===== src/rtl/vedic_pkg.sv =====
// Shared constants and state encoding for the Vedic multiplier/divider pair.
package vedic_pkg;
  localparam int CHUNK_W = 16;

  typedef enum logic [1:0] {
    IDLE = 2'd0,
    CALC = 2'd1,
    DONE = 2'd2
  } mul_state_t;
endpackage


===== src/rtl/urdhva_mult_16.sv =====
// Combinational 16x16 -> 32 unsigned Urdhva-Tiryagbhyam multiplier:
// each output column k is the vertical-crosswise count of a[i]&b[k-i], weighted by 2^k.
module urdhva_mult_16 import vedic_pkg::*; (
  input  logic [CHUNK_W-1:0]   a,
  input  logic [CHUNK_W-1:0]   b,
  output logic [2*CHUNK_W-1:0] p
);
  logic [4:0]           col [2*CHUNK_W-1];
  logic [2*CHUNK_W-1:0] sum;

  always_comb begin
    sum = '0;
    for (int k = 0; k < 2*CHUNK_W-1; k++) begin
      col[k] = '0;
      for (int i = 0; i < CHUNK_W; i++) begin
        if ((k - i) >= 0 && (k - i) < CHUNK_W)
          col[k] = col[k] + 5'(a[i] & b[4'(k - i)]);
      end
      // Column counts overlap; carries ripple through the weighted add.
      sum = sum + ((2*CHUNK_W)'(col[k]) << k);
    end
  end

  assign p = sum;
endmodule


===== src/rtl/vedic_seq_multiplier_16bit.sv =====
// Multi-cycle unsigned multiplier reusing one 16x16 Urdhva core over N*N chunk pairs.
// Define VEDIC_MUL_ADDEND_EN to add an addend port (product = A*B + addend).
module vedic_seq_multiplier_16bit import vedic_pkg::*; #(
  parameter int WIDTH = 32
) (
  input  logic               clk,
  input  logic               rst_n,
  input  logic               start,
  input  logic [WIDTH-1:0]   multiplicand,
  input  logic [WIDTH-1:0]   multiplier,
`ifdef VEDIC_MUL_ADDEND_EN
  input  logic [WIDTH-1:0]   addend,
`endif
  output logic [2*WIDTH-1:0] product,
  output logic               done,
  output logic               busy
);
  localparam int N    = WIDTH / CHUNK_W;
  localparam int NN   = N * N;
  localparam int IDXW = (NN > 1) ? $clog2(NN) : 1;
  localparam int AW   = 2 * WIDTH;
  localparam logic [IDXW-1:0] LAST = IDXW'(NN - 1);

  mul_state_t      state_q, state_d;
  logic [IDXW-1:0] idx_q, idx_d;
  logic [WIDTH-1:0] a_q, a_d, b_q, b_d;
  logic [AW-1:0]   acc_q, acc_d, product_q, product_d;

  logic [CHUNK_W-1:0]   core_a, core_b;
  logic [2*CHUNK_W-1:0] core_p;
  logic [AW-1:0]        partial;
  int                   ci, cj;

  urdhva_mult_16 u_core (.a(core_a), .b(core_b), .p(core_p));

  // idx walks row-major over (i, j) chunk pairs; partial lands at weight 16*(i+j).
  always_comb begin
    ci      = int'(idx_q) / N;
    cj      = int'(idx_q) % N;
    core_a  = a_q[ci*CHUNK_W +: CHUNK_W];
    core_b  = b_q[cj*CHUNK_W +: CHUNK_W];
    partial = AW'(core_p) << (CHUNK_W * (ci + cj));
  end

  always_comb begin
    state_d   = state_q;
    idx_d     = idx_q;
    a_d       = a_q;
    b_d       = b_q;
    acc_d     = acc_q;
    product_d = product_q;
    unique case (state_q)
      IDLE: if (start) begin
        a_d     = multiplicand;
        b_d     = multiplier;
`ifdef VEDIC_MUL_ADDEND_EN
        acc_d   = AW'(addend);
`else
        acc_d   = '0;
`endif
        idx_d   = '0;
        state_d = CALC;
      end
      CALC: begin
        acc_d = acc_q + partial;
        if (idx_q == LAST) begin
          product_d = acc_d;
          state_d   = DONE;
        end else begin
          idx_d = idx_q + 1'b1;
        end
      end
      DONE:    state_d = IDLE;
      default: state_d = IDLE;
    endcase
  end

  always_ff @(posedge clk or negedge rst_n) begin
    if (!rst_n) begin
      state_q   <= IDLE;
      idx_q     <= '0;
      a_q       <= '0;
      b_q       <= '0;
      acc_q     <= '0;
      product_q <= '0;
    end else begin
      state_q   <= state_d;
      idx_q     <= idx_d;
      a_q       <= a_d;
      b_q       <= b_d;
      acc_q     <= acc_d;
      product_q <= product_d;
    end
  end

  assign product = product_q;
  assign done    = (state_q == DONE);
  assign busy    = (state_q != IDLE);
endmodule

===== config.mk =====
export PLATFORM = sky130hd
export DESIGN_NAME = vedic_seq_multiplier_16bit
export DESIGN_NICKNAME = d
export VERILOG_FILES = /design/src/rtl/vedic_pkg.sv /design/src/rtl/urdhva_mult_16.sv /design/src/rtl/vedic_seq_multiplier_16bit.sv
export SDC_FILE = /design/constraint.sdc
export NUM_CORES = 1
export LEC_CHECK = 0
export CORE_MARGIN = 1
export CORE_UTILIZATION = 60
export CTS_CLUSTER_SIZE = 28
export DETAILED_ROUTE_END_ITERATION = 6
export PLACE_DENSITY = 0.82
export SYNTH_ARGS = -nofsm -noshare
export SYNTH_HDL_FRONTEND = slang
export SYNTH_SLANG_ARGS = --single-unit

===== constraint.sdc =====
create_clock -name clk -period 13.77 [get_ports clk]
set_input_delay 2.754 -clock clk [delete_from_list [all_inputs] [get_ports clk]]
set_output_delay 2.754 -clock clk [all_outputs]
set_load 0.03 [all_outputs]

# ---- Word-level counts from Yosys, hierarchy flattened
# Index checks and enable logic that the tools add are counted.
dict set report totals {
  ff_bits 196
  in_bits 67
  out_inout_bits 66
}
dict set report classes {
  addsub 130
  n_eq_ne 6
  shift 3
  muxes 8
  n_bitwise 128
  n_reduce_logical 8
}
# cell count
set ops {}
lappend ops {{$add A5 B5 Y5} 105}
lappend ops {{$and A1 B1 Y1} 128}
lappend ops {{$pmux W64 S2} 1}
lappend ops {{$add A64 B64 Y64} 1}
lappend ops {{$mux W64} 1}
lappend ops {{$shl A32 B6 Y64} 1}
lappend ops {{$add A32 B10 Y32} 1}
lappend ops {{$add A32 B11 Y32} 1}
lappend ops {{$add A32 B12 Y32} 1}
lappend ops {{$add A32 B13 Y32} 1}
lappend ops {{$add A32 B14 Y32} 1}
lappend ops {{$add A32 B15 Y32} 1}
lappend ops {{$add A32 B16 Y32} 1}
lappend ops {{$add A32 B17 Y32} 1}
lappend ops {{$add A32 B18 Y32} 1}
lappend ops {{$add A32 B19 Y32} 1}
lappend ops {{$add A32 B20 Y32} 1}
lappend ops {{$add A32 B21 Y32} 1}
lappend ops {{$add A32 B22 Y32} 1}
lappend ops {{$add A32 B23 Y32} 1}
lappend ops {{$add A32 B24 Y32} 1}
lappend ops {{$add A32 B25 Y32} 1}
lappend ops {{$add A32 B26 Y32} 1}
lappend ops {{$add A32 B27 Y32} 1}
lappend ops {{other kinds (17)} 28}

# ---- Depth between registers and ports, before layout
dict set report logic_depth {
  depth_word 28
  ltp_mapped 39
  mapped_depth_nobuf 34
}

# ---- Hierarchy
# A second synthesis with hierarchy kept.
dict set report hier_totals {
  hier_cells 1839
  area_unflattened_um2 16896.2
}
# module instances cells_per_inst area_per_inst_um2
set by_module_without_submodules {}
lappend by_module_without_submodules {vedic_seq_multiplier_16bit 1 1298 12121.6}
lappend by_module_without_submodules {urdhva_mult_16 1 541 4774.6}

# ---- Least setup slack after synthesis
# OpenSTA, ideal clock, no wires.
dict set report synth_path {
  kind {flip-flop to flip-flop}
  start {register idx_q[1]}
  end {register product_q[42], in the netlist product[42]}
  arrival_time_ns 9.518
  required_ns 13.639
  setup_slack_ns 4.121
  stages_incl_launch_ff 37
  path_cell_list {dfrtp_1 > buf_1 > buf_1 > mux2_2 > nand2_1 > fa_1 > fa_1 > inv_1 > fa_1 > ha_1 > fa_1 > xor2_1 > fa_1 > fa_1 > ha_1 > ha_1 > buf_2 > a41o_1 > a221oi_2 > o21ai_1 > or3b_1 > a221o_1 > a21oi_2 > xor2_1 > mux2_2 > nor2_1 > ha_1 > clkbuf_2 > a21o_1 > a21o_1 > a221oi_1 > o21a_1 > o21ai_2 > a31oi_4 > o31a_1 > nor4_1 > or3_1}
}
dict set report synth_via {
  elab_chain_len 27
  elab_cells_between_ends 261
}
# element line_no
set synth_rtl {}
lappend synth_rtl {{start, declared} vedic_seq_multiplier_16bit.sv:25} ;# logic [IDXW-1:0] idx_q, idx_d;
lappend synth_rtl {{start signal, assigned} vedic_seq_multiplier_16bit.sv:88} ;# idx_q <= idx_d;
lappend synth_rtl {{$shiftx A32 B6 Y16} vedic_seq_multiplier_16bit.sv:40} ;# core_a = a_q[ci*CHUNK_W +: CHUNK_W];
lappend synth_rtl {{$and A1 B1 Y1} urdhva_mult_16.sv:17} ;# col[k] = col[k] + 5'(a[i] & b[4'(k - i)]);
lappend synth_rtl {{$add A5 B5 Y5} urdhva_mult_16.sv:17}
lappend synth_rtl {{$add A5 B6 Y7 / $add A5 B5 Y5 (equally long branches)} {urdhva_mult_16.sv:20, urdhva_mult_16.sv:17}}
lappend synth_rtl {{$add A32 B7 Y32 / $add A5 B5 Y5 (equally long branches)} {urdhva_mult_16.sv:20, urdhva_mult_16.sv:17}}
lappend synth_rtl {{$add A32 B8 Y32 / $add A5 B5 Y5 (equally long branches)} {urdhva_mult_16.sv:20, urdhva_mult_16.sv:17}}
lappend synth_rtl {{$add A32 B9 Y32 / $add A5 B5 Y5 (equally long branches)} {urdhva_mult_16.sv:20, urdhva_mult_16.sv:17}}
lappend synth_rtl {{$add A32 B10 Y32 / $add A5 B5 Y5 (equally long branches)} {urdhva_mult_16.sv:20, urdhva_mult_16.sv:17}}
lappend synth_rtl {{(+11 left out)} -}
lappend synth_rtl {{$add A32 B22 Y32} urdhva_mult_16.sv:20} ;# sum = sum + ((2*CHUNK_W)'(col[k]) << k);
lappend synth_rtl {{$add A32 B23 Y32} urdhva_mult_16.sv:20}
lappend synth_rtl {{$add A32 B24 Y32} urdhva_mult_16.sv:20}
lappend synth_rtl {{$add A32 B25 Y32} urdhva_mult_16.sv:20}
lappend synth_rtl {{$add A32 B26 Y32} urdhva_mult_16.sv:20}
lappend synth_rtl {{$add A32 B27 Y32} urdhva_mult_16.sv:20}
lappend synth_rtl {{$shl A32 B6 Y64} vedic_seq_multiplier_16bit.sv:42} ;# partial = AW'(core_p) << (CHUNK_W * (ci + cj));
lappend synth_rtl {{$add A64 B64 Y64} vedic_seq_multiplier_16bit.sv:65} ;# acc_d = acc_q + partial;
lappend synth_rtl {{end signal, assigned} vedic_seq_multiplier_16bit.sv:92} ;# product_q <= product_d;
lappend synth_rtl {{end, declared} vedic_seq_multiplier_16bit.sv:27} ;# logic [AW-1:0] acc_q, acc_d, product_q, product_d;
# Parallel ways exist; a longest one is shown, timed or not.
# A chain may end at the register's enable or synchronous reset.

# ---- Worst setup path after layout
dict set report layout_path {
  start {register idx_q[1]}
  end {register product_q[56], in the netlist product[56]}
}
# The elaborated chain is that of the path after synthesis.

==> qor.txt <==
Final setup vio count -> 0
Post-Place Setup Slack -> 2861 ps
GRT Overall Usage -> 33.39%
Hold Path Class -> reg -> reg
CP max stage cell -> dfrtp_1
Largest net degree at the start of global routing -> 112
Final Instance Area -> 18070 um2
Fraction of registers with async set/reset -> 100.0%
Die H -> 165.8 um
CP Capture Type -> register
Setup CP Type -> reg -> reg
Post-synthesis area per instance -> 8.425 um2
Max-cap violations -> 0
Multi-input logic area -> 10830 um2
Worst slew pin tran -> 1290 ps
CTS tree -> yes
Top-count cell post-synth -> nand2_1
Outcome -> finished, violations left
Num rows -> 59
Grt ovf -> 0
Worst Path Required -> 14080 ps
Failing checks -> DRC
Fin crit period -> 11170 ps
Gate Count Post-Synth -> 1911
Sequential fraction of the synthesis area -> 27.98%
Share of post-route cells with drive strength above 1 -> 5.192%
R2r endpoint -> product[56]$_DFFE_PN0P_
Crit path DAT -> 11480 ps
Final Cycle Share -> 81.14%
Storage cell area -> 4504 um2
Final Hold Viols -> 0
Placed cell count -> 2287
Area Overhead vs Synth -> 12.22%
Post-Syn Nets -> 2220
Drt first-iter violations -> 1122
Root Driver -> clkbuf_16
Worst setup SP type -> register
Slew Limit Headroom -> 13.36%
Total negative slack -> 0 ps
Mapped Area -> 16100 um2
Clk slew on worst S/H paths -> 80 ps
Drt pass-1 iters -> 7
Vias/cell -> 6.081
Seq cells post-synth -> 180
Die width -> 165.8 um
Synth top area cells -> dfrtp_1 28%, ha_1 12%, fa_1 11%
Total core area -> 26210 um2
Diode count -> 0
First-pass GRT wire length -> 72.37 mm
Slew Viols, Final -> 0
Hold-fix buffers, CTS -> 0
Worst-path fanout max -> 17
CTS HTree Levels -> 4
Port buffer count -> 116
Final net count -> 2280
Avg WL per Cell -> 19.37 um
RSZ-0062 raised after global routing -> no
Via count -> 14101
Post-CTS setup buffer count -> 0
Clock sinks -> 180
# fillers -> 2112
Cell taking the most area after synthesis -> dfrtp_1
Antenna Nets Post-Route -> 0
Most common cell on crit path -> fa_1
DPL Wire Length -> 34.08 mm
Reg2reg start -> idx_q[1]$_DFFE_PN0P_
WHS Path Cells -> 2
Vias in the first global route -> 13779
Total Wirelength -> 44.93 mm
Synth cell types -> 76
Post-synth EDFFs -> 0
Dpl cell area -> 17450 um2
Worst path max stage delay -> 770 ps
Fmax -> 0.08950 GHz
Clock buffer depth -> 2
Synth warnings -> 0
Die area -> 27490 um2
Final std cells w/o fill -> 2319
Clock latency on the worst-skew pair -> 450 ps
Effective utilization at floorplan -> 61.44%
Worst r2r path cells -> 33
Clock buffer count from CTS -> 17
Top cell type's share of synthesized area -> 27.98%
Initial antenna violation count -> 0
Most frequent cells after synthesis -> 359 x nand2_1, 180 x dfrtp_1, 161 x o21ai_0
Setup ws final -> 2597 ps
R2r setup slk -> 2600 ps
Hold Path Origin -> product[8]$_DFFE_PN0P_
Top_reg_cell synth -> dfrtp_1
RD Place Congestion -> 0.9800
Post-CTS sizing -> 0
I/O Pins -> 133
Hold EP -> product[8]$_DFFE_PN0P_
Clk_skew -> 16.38 ps
DRC -> 7
[cell families (layout without fill, tap and decap cells)]
group / Yosys count / in the layout / synth area share, %
and+or+nand+nor: 724 / 724 / 19.89
buffers and inverters: 203 / 276 / 4.911
AOI/OAI and AO/OA: 426 / 426 / 16.37
xor gates and xnor gates: 82 / 82 / 4.461
DFF: 180 / 180 / 27.98
adders and majority gates: 242 / 242 / 22.86
muxes: 54 / 54 / 3.528
[worst max-delay path, delay by kind of cell (launching register included)]
family	cells	cell delay, ps
and+or+nand+nor	6	1340
AOI/OAI and AO/OA	11	3080
muxes	2	860
DFF	1	770
adders and majority gates	10	4130
xor gates and xnor gates	2	390
buffers and inverters	2	440
[per-layer routing]
layer	vias up	track usage, %	share of wire, %
li1	6684	-	-
met1	6803	45.63	43
met2	542	53.81	46
met3	72	7.531	8.4
met4	0	8.655	2.2
met5	-	0	0
[flip-flops by register name, indices dropped and copies added (netlist names)]
name,flops
a_q,32
b_q,16
product,64
state_q,2
idx_q,2
acc_q,64
[final cells by class]
cell class                      instances  share of cell area [%]
Inverter                              113                   2.348
Sequential cell                       180                   24.93
Timing Repair Buffer                  131                   7.071
Clock buffer                           17                   2.355
Multi-Input combinational cell       1528                   59.92
Clock inverter                         15                   1.053
Tap cell                              335                   2.320
[cells in the final DEF, fill, tap and decap left out, drive strengths merged, types with 10 or more instances in the layout]
cell type / instances
a211oi: 13
a21o: 38
a21oi: 103
and2: 12
buf: 15
clkbuf: 18
clkdlybuf4s50: 115
dfrtp: 180
fa: 87
ha: 155
inv: 122
mux2: 22
mux2i: 32
nand2: 359
nand2b: 14
nand3: 56
nand4: 38
nor2: 158
nor2b: 25
nor3: 13
o21a: 10
o21ai: 170
o21bai: 16
or4: 10
xnor2: 41
xor2: 41
[stage by stage]
stage,hold WS (ps),utilization (%)
6_report,479.5,68.94
5_1_grt,505.6,68.94
2_1_floorplan,445.0,-
3_5_place_dp,468.0,66.59
4_1_cts,489.0,68.94
3_3_place_gp,457.8,66.59
[how the worst max path moves through the flow]
stage                               from                       to  slack [ps]  cells past startpoint
floorplan           idx_q[1]$_DFFE_PN0P_  product[42]$_DFFE_PN0P_        4120                     36
global placement    idx_q[1]$_DFFE_PN0P_    acc_q[56]$_DFFE_PN0P_        2910                     33
detailed placement  idx_q[0]$_DFFE_PN0P_    acc_q[56]$_DFFE_PN0P_        2860                     34
CTS                 idx_q[0]$_DFFE_PN0P_  product[56]$_DFFE_PN0P_        2780                     34
global route        idx_q[1]$_DFFE_PN0P_  product[56]$_DFFE_PN0P_        2070                     33
finish              idx_q[1]$_DFFE_PN0P_  product[56]$_DFFE_PN0P_        2600                     33
Power is left out: the tool's default activity adds up to more than one toggle a clock period on the data nets, which glitch-free logic cannot reach.
